<file path="src/rtl/bram_axi_pkg.sv">
// Shared definitions for the BRAM AXI masters: burst/response/size encodings,
// the 4 KB boundary, FSM state types and the 4 KB burst-length clamp.
package bram_axi_pkg;

    localparam logic [1:0] BURST_FIXED = 2'b00;
    localparam logic [1:0] BURST_INCR  = 2'b01;
    localparam logic [1:0] BURST_WRAP  = 2'b10;

    localparam logic [1:0] RESP_OKAY   = 2'b00;
    localparam logic [2:0] SIZE_4B     = 3'd2;

    localparam logic [12:0] BOUNDARY_4K = 13'd4096;

    typedef enum logic [1:0] {
        IDLE,
        ADDR,
        DATA,
        DONE
    } rd_state_t;

    typedef enum logic [1:0] {
        ZERO,
        EDGE,
        ONE
    } edge_state_t;

    // Limit a burst so it never crosses a 4 KB page: beats left in the page minus one.
    function automatic logic [7:0] clamp_len(input logic [11:0] offs, input logic [7:0] len);
        logic [12:0] room;
        logic [12:0] lim;
        logic [12:0] len13;
        logic [12:0] res;
        room  = (BOUNDARY_4K - {1'b0, offs}) >> 2;
        lim   = room - 13'd1;
        len13 = {5'd0, len};
        res   = (len13 > lim) ? lim : len13;
        return 8'(res);
    endfunction

endpackage

</file>
<file path="src/rtl/start_edge_detect.sv">
// Rising-edge detector on a level start input; tick is high for exactly one
// cycle, the cycle after start is first sampled high.
//  state | meaning
//  ZERO  | start low, waiting for it to rise
//  EDGE  | start just sampled high, tick asserted
//  ONE   | start still high, waiting for it to fall
module start_edge_detect
    import bram_axi_pkg::*;
(
    input  logic aclk,
    input  logic rst,
    input  logic start,
    output logic tick
);

    edge_state_t state, state_nxt;

    always_ff @(posedge aclk or posedge rst) begin
        if (rst) state <= ZERO;
        else     state <= state_nxt;
    end

    always_comb begin
        state_nxt = state;
        tick      = 1'b0;
        case (state)
            ZERO: if (start) state_nxt = EDGE;
            EDGE: begin
                tick      = 1'b1;
                state_nxt = start ? ONE : ZERO;
            end
            ONE:  if (!start) state_nxt = ZERO;
            default: state_nxt = ZERO;
        endcase
    end

endmodule

</file>
<file path="src/rtl/burst_read_bram.sv">
// AXI4 read master: one INCR burst per start edge, beats handed out through a
// one-entry holding register. Optional rlast checking: BURST_READ_RLAST_CHECK_EN.
//  state | meaning
//  IDLE  | waiting for a start edge
//  ADDR  | arvalid held until arready
//  DATA  | accepting R beats until beat_cnt reaches arlen
//  DONE  | one-cycle done pulse
module burst_read_bram
    import bram_axi_pkg::*;
#(
    parameter int ADDR_W = 15,
    parameter int DATA_W = 32
) (
    input  logic              aclk,
    input  logic              rst,
    input  logic              start,
    input  logic [ADDR_W-1:0] addr,
    input  logic [7:0]        len,
    output logic [ADDR_W-1:0] araddr,
    output logic [7:0]        arlen,
    output logic [2:0]        arsize,
    output logic [1:0]        arburst,
    output logic              arvalid,
    input  logic              arready,
    input  logic [DATA_W-1:0] rdata,
    input  logic [1:0]        rresp,
    input  logic              rlast,
    input  logic              rvalid,
    output logic              rready,
    output logic [DATA_W-1:0] dout,
    output logic              dout_valid,
    input  logic              dout_ready,
    output logic              busy,
    output logic              done,
    output logic              err
);

    rd_state_t  state, state_nxt;
    logic       tick;
    logic       beat;
    logic       last_beat;
    logic       resp_bad;
    logic       rlast_bad;
    logic [8:0] beat_cnt;

    start_edge_detect u_start_edge (
        .aclk  (aclk),
        .rst   (rst),
        .start (start),
        .tick  (tick)
    );

    assign arsize    = SIZE_4B;
    assign arburst   = BURST_INCR;
    assign beat      = rvalid && rready;
    assign last_beat = (beat_cnt == {1'b0, arlen});
    assign resp_bad  = (rresp != RESP_OKAY);

`ifdef BURST_READ_RLAST_CHECK_EN
    assign rlast_bad = (rlast != last_beat);
`else
    assign rlast_bad = rlast & 1'b0;
`endif

    always_ff @(posedge aclk or posedge rst) begin
        if (rst) state <= IDLE;
        else     state <= state_nxt;
    end

    // rready is recomputed locally in DATA to keep the beat/next-state path acyclic.
    always_comb begin
        state_nxt = state;
        arvalid   = 1'b0;
        rready    = 1'b0;
        busy      = 1'b1;
        done      = 1'b0;
        case (state)
            IDLE: begin
                busy = 1'b0;
                if (tick) state_nxt = ADDR;
            end
            ADDR: begin
                arvalid = 1'b1;
                if (arready) state_nxt = DATA;
            end
            DATA: begin
                rready = !dout_valid || dout_ready;
                if (rvalid && (!dout_valid || dout_ready) && last_beat) state_nxt = DONE;
            end
            DONE: begin
                done      = 1'b1;
                state_nxt = IDLE;
            end
            default: state_nxt = IDLE;
        endcase
    end

    always_ff @(posedge aclk or posedge rst) begin
        if (rst) begin
            araddr   <= '0;
            arlen    <= '0;
            err      <= 1'b0;
            beat_cnt <= '0;
        end else begin
            if (state == IDLE && tick) begin
                araddr   <= addr;
                arlen    <= clamp_len(addr[11:0], len);
                err      <= 1'b0;
                beat_cnt <= '0;
            end
            if (beat) begin
                beat_cnt <= beat_cnt + 9'd1;
                if (resp_bad || rlast_bad) err <= 1'b1;
            end
        end
    end

    always_ff @(posedge aclk or posedge rst) begin
        if (rst) begin
            dout       <= '0;
            dout_valid <= 1'b0;
        end else begin
            if (beat) begin
                dout       <= rdata;
                dout_valid <= 1'b1;
            end else if (dout_ready) begin
                dout_valid <= 1'b0;
            end
        end
    end

endmodule

</file>
<file path="config.mk">
export PLATFORM = sky130hd
export DESIGN_NAME = burst_read_bram
export DESIGN_NICKNAME = d
export VERILOG_FILES = /design/src/rtl/bram_axi_pkg.sv /design/src/rtl/start_edge_detect.sv /design/src/rtl/burst_read_bram.sv
export SDC_FILE = /design/constraint.sdc
export NUM_CORES = 1
export LEC_CHECK = 0
export CAP_MARGIN = 20
export CORE_ASPECT_RATIO = 0.8
export CORE_MARGIN = 3
export CORE_UTILIZATION = 40
export CTS_BUF_LIST = sky130_fd_sc_hd__clkbuf_2 sky130_fd_sc_hd__clkbuf_4 sky130_fd_sc_hd__clkbuf_8
export DETAILED_ROUTE_END_ITERATION = 7
export DONT_BUFFER_PORTS = 1
export SLEW_MARGIN = 10
export SYNTH_ARGS = -nofsm -noshare
export SYNTH_HDL_FRONTEND = slang
export SYNTH_HIERARCHICAL = 1
export SYNTH_SLANG_ARGS = --single-unit
</file>
<file path="constraint.sdc">
create_clock -name aclk -period 1.9 [get_ports aclk]
set_input_delay 0.285 -clock aclk [delete_from_list [all_inputs] [get_ports aclk]]
set_output_delay 0.285 -clock aclk [all_outputs]
set_load 0.01 [all_outputs]
</file>
# [Word level (Yosys, flattened, before mapping)]
# Index checks and enable logic that the tools add are counted.
[totals] reg_bits=70 inputBits=64 out_inout_bits=66 word_cells=57
[op_classes] n_addsub=3 magnitude_cmp=1 n_eq_ne=11 n_mux=21 reduce_logical=13
[ops] op="$mux 9" count=2
[ops] op="$gt 8x13->1" count=1
[ops] op="$sub 13x12->13 const A" count=1
[ops] op="$mux 2" count=6
[ops] op="$sub 11x1->12 const B" count=1
[ops] op="$mux 1" count=10
[ops] op="$ne 2x2->1 const B" count=5
[ops] op="$add 9x1->9 const B" count=1
[ops] op="$eq 9x8->1" count=1
[ops] op="$mux 8" count=1
[ops] op="$pmux 2 s4" count=1
[ops] op="$eq 2x2->1 const B" count=3
[ops] op="$pmux 2 s3" count=1
[ops] op="$reduce_bool 2->1" count=3
[ops] op="$eq 2x1->1 const B" count=2
[ops] op="$logic_and 1x1->1" count=4
[ops] op="$logic_not 2->1" count=2
[ops] op="$reduce_and 3->1" count=1
[ops] op="$reduce_and 2->1" count=1
[ops] op="$logic_not 1->1" count=1
[ops] op="$logic_or 1x1->1" count=1

# [Depth between registers and ports, before layout]
[logic_depth] word_depth=6 ltp_mapped=13 depth_no_buf=13

# [Hierarchy]
# The synthesis kept the hierarchy.
[by_module_without_submodules] module="burst_read_bram" n_inst=1 cells_each=391 area_per_inst_um2=3468.3 seq_area_each_um2=1701.6
[by_module_without_submodules] module="start_edge_detect" n_inst=1 cells_each=7 area_per_inst_um2=88.8 seq_area_each_um2=50.0

# [Worst setup path before layout]
# Ideal clock, no wire load.
[synth_path] path_kind="input-to-reg" startpoint="in addr[0]" endpoint="reg arlen[3]" setup_time_ns=0.082 arrival_ns=3.131 required_time_ns=1.818 setup_slack_ns=-1.313 stages=13 path_buffers=0 cell_sequence="or3_1 xnor2_1 ha_1 nor2b_1 a32oi_1 xnor2_1 ha_1 and3_1 nand3_1 mux2_2 o21ai_1 or4_1 a31oi_1"
[synth_between] elab_chain_cells=4
[synth_lines] item="start, declared" line="burst_read_bram.sv:17" text="input logic [ADDR_W-1:0] addr,"
[synth_lines] item="$sub 13x12->13 *" line="bram_axi_pkg.sv:33" text="room = (BOUNDARY_4K - {1'b0, offs}) >> 2;"
[synth_lines] item="$sub 11x1->12 *" line="bram_axi_pkg.sv:34" text="lim = room - 13'd1;"
[synth_lines] item="$gt 8x13->1" line="bram_axi_pkg.sv:36" text="res = (len13 > lim) ? lim : len13;"
[synth_lines] item="$mux 8 *" line="bram_axi_pkg.sv:36"
[synth_lines] item="end signal, assigned" line="burst_read_bram.sv:107" text="arlen <= clamp_len(addr[11:0], len);"
[synth_lines] item="end, declared" line="burst_read_bram.sv:20" text="output logic [7:0] arlen,"
# Mark *: on every way between the ends. The rest lies on a longest branch, timed or not.
# A chain may end at the register's enable or synchronous reset.

# [Worst setup path after layout]
[layout_path] startpoint="in addr[2]" endpoint="reg arlen[5]"
# The elaborated chain is that of the path after synthesis.

==> flow_summary.yaml <==
die:
  rows: 30
  die_area_um2: 10070
  initial_core_util_pct: 41.56
  ios: 130
  die_w_um: 111.4
  die_h_um: 90.35
  coreArea_um2: 8558
worst_hold_path:
  hold_depth: 2
  min-delay-start: "rdata[15]"
  hp-class: "input pin to flip-flop"
  min_to: "dout[15]"
global_routing:
  antenna_found_initial: 0
  grt-ovfl-total: 0
  grt_pass1_wl_um: 13990
  grt_pass1_vias: 2715
  grt_max_degree: 50
  grt_usage_pct: 16.97
job:
  drv_cap: 0
yosys:
  synth_edf_count: 0
  synthArstFlopShare_pct: 100.0
  synth.top_cells.by_count: "nand2_1 (162), dfrtp_1 (70), xnor2_1 (17)"
  ys.warnings.count: 6
  yosysTopAreaCell: "dfrtp_1"
  synth.most_common_cell: "nand2_1"
  synth_ff_type: "dfrtp_1"
  synthCells: 398
  syn_area_per_cell_um2: 8.938
  synthTopCellsByArea: "dfrtp_1 (49%), nand2_1 (17%), ha_1 (5.3%), xnor2_1 (4.2%), o31ai_1 (2.1%)"
  synth_top_area_share_pct: 49.24
  ys_seq_area_share_pct: 49.24
  synth_area_um2: 3557
  yosysUniqueCellTypes: 47
  yosys_register_bits: 70
critical_path:
  worst_setup_path_end_kind: "flip-flop"
  critPathSlowestCell: "or4_1"
  reg2reg_depth: 5
  critPathKind: "input pin to flip-flop"
  crit_fanout: 6
  crit_chain: "or3_4, xnor2_2, ha_2, nor2b_4, a32oi_2, xnor2_1, ha_1, and3_4, nand3_2, mux2_4, o21ai_4, or4_1, a31oi_1"
  rrSetupSlack_ns: 0.10
  r2r-start: "beat_cnt[3]"
  cp-start-kind: "input pin"
  slowest_delay_ns: 0.46
  cp.required_ns: 2.16
  r2r-end: "state[1]"
  cp.arrival_ns: 2.99
drt:
  routed_wl_um: 8510
  vias: 2787
  drcViolationCount: 0
  ant_nets: 0
  viasPerCell: 5.142
  wl_per_cell_um: 15.70
  drt_iter0_markers: 160
  first_pass_iters: 4
outcome:
  violations: "setup timing"
  status: "finished with violations"
cts:
  numCtsBuffers: 9
  clk_latency_ns: 0.34
  clock-sinks: 70
  ctsHtreeMaxLevel: 3
  cts_max_path_buffers: 2
  cts_tree: "built"
  clk_pin_slew_worst_paths_ns: 0.08
  root_buffer: "clkbuf_8"
placement:
  dpl.hpwl_um: 6387
  gp_congestion: 0.8804
  portBuffers: 0
  dpl_cell_area_um2: 3875
  place.detailed.instances: 522
finish:
  fillers: 844
  antennaDiodeCount: 0
  layout-drive-gt1-share_pct: 17.44
  stdcell_area_um2: 4209
  syn2layout_area_growth_pct: 18.33
  nets: 505
  final_cells: 542
pwr:
  finalPower_mw: 5.795
  power_density_nw_per_um2: 1377
  irDropWorstVdd_v: 0.0005096
  p_leak_nw: 2.034
timing:
  max_freq_mhz: 366.3
  slew_headroom_pct: 63.56
  finalCritPeriodShare_pct: 143.7
  finalSetupTns_ns: -5.865
  final-setup-viol-count: 8
  clock_skew_ns: 0.008801
  hold_violations: 0
  period_needed_ns: 2.730
  setup_slack_ns: -0.8299
  rsz0062_at_grt: "true"
  report.final.slew_viol_count: 0
  worst_slew_pin_slew_ns: 0.5426
sequential cells by signal (all words and copies together) (netlist names):
signal              flops
dout                   32
dout_valid              1
beat_cnt                9
arlen                   8
err                     1
state                   2
u_start_edge/state      2
araddr                 15
per-stage QoR:
step	setup WS, ns	hold WS (ns)	utilization (%)
2_1_floorplan	-1.001	0.02618	-
3_3_place_gp	-1.099	0.02843	45.28
3_5_place_dp	-1.183	0.03124	45.28
4_1_cts	-0.7097	0.03163	48.36
5_1_grt	-0.9124	0.02259	49.18
6_report	-0.8299	0.04745	49.18
how the worst max path moves through the flow:
stage	cells after the start	slack, ns	endpoint	from
floorplan	13	-1.00	arlen[3]	addr[2]
global placement	15	-1.10	arlen[7]	addr[2]
detailed placement	15	-1.18	arlen[7]	addr[2]
CTS	14	-0.71	arlen[1]	addr[2]
global route	13	-0.91	arlen[5]	addr[2]
finish	13	-0.83	arlen[5]	addr[2]
layout make-up:
type / count / area (µm²) / area share (%)
clock buffer: 9 / 123.9 / 2.943
clock inverter: 6 / 87.58 / 2.081
inverter: 7 / 30.03 / 0.7134
multi-input combinational: 305 / 1805 / 42.90
sequential: 70 / 1752 / 41.62
tap: 112 / 140.1 / 3.329
timing repair buffer: 33 / 270.3 / 6.421
where the power goes:
| group | leakage, nW | internal (mW) | total, mW | switching, mW |
|---|---|---|---|---|
| Clock | 0.109 | 0.732 | 1.30 | 0.564 |
| Sequential | 0.873 | 2.12 | 2.86 | 0.742 |
| Combinational | 1.05 | 0.694 | 1.64 | 0.942 |
| Total | 2.03 | 3.55 | 5.80 | 2.25 |
layout by cell type (no fill, tap or decap), drive strengths merged, types with 6 or more instances in the layout:
cell / netlist / final
nand3: 14 / 14
xnor2: 17 / 17
o31ai: 10 / 10
buf: 8 / 32
dfrtp: 70 / 70
nand2: 162 / 162
nor2: 9 / 9
o21ai: 12 / 12
clkbuf: 11 / 9
inv: 7 / 6
a31oi: 8 / 8
ha: 15 / 15
worst max-delay path: cells and delay by family:
family,cells,cell delay [ns]
AOI/OAI and AO/OA,3,0.38
xor gates and xnor gates,2,0.36
adders and majority gates,2,0.54
muxes,1,0.16
and+or+nand+nor,5,1.27
logic make-up after synthesis:
logic type / share of synthesized area (%)
mux: 1.196
fa+ha+maj: 5.276
buf+inv: 3.483
compound gates: 8.336
other cells: 0.2111
simple gates: 27.82
flops: 49.24
xor+xnor: 4.432
timing repair:
item                                    CTS  global route
endpoints found under the hold margin    21             0
buffers inserted                          3             1
hold buffers                              1             0
pin swaps                                 9             4
cloned                                    0             0
endpoints found under the setup margin    8            10
gates resized for setup                   5            12
per-layer routing:
layer / up-vias / routed length, µm / GRT usage, %
met5: - / 0 / 0
met2: 115 / 3872 / 26.46
met1: 1287 / 3695 / 21.64
met3: 10 / 858 / 7.569
met4: 0 / 84 / 4.255
li1: 1375 / - / -
Power figures use the tool's default switching activity.
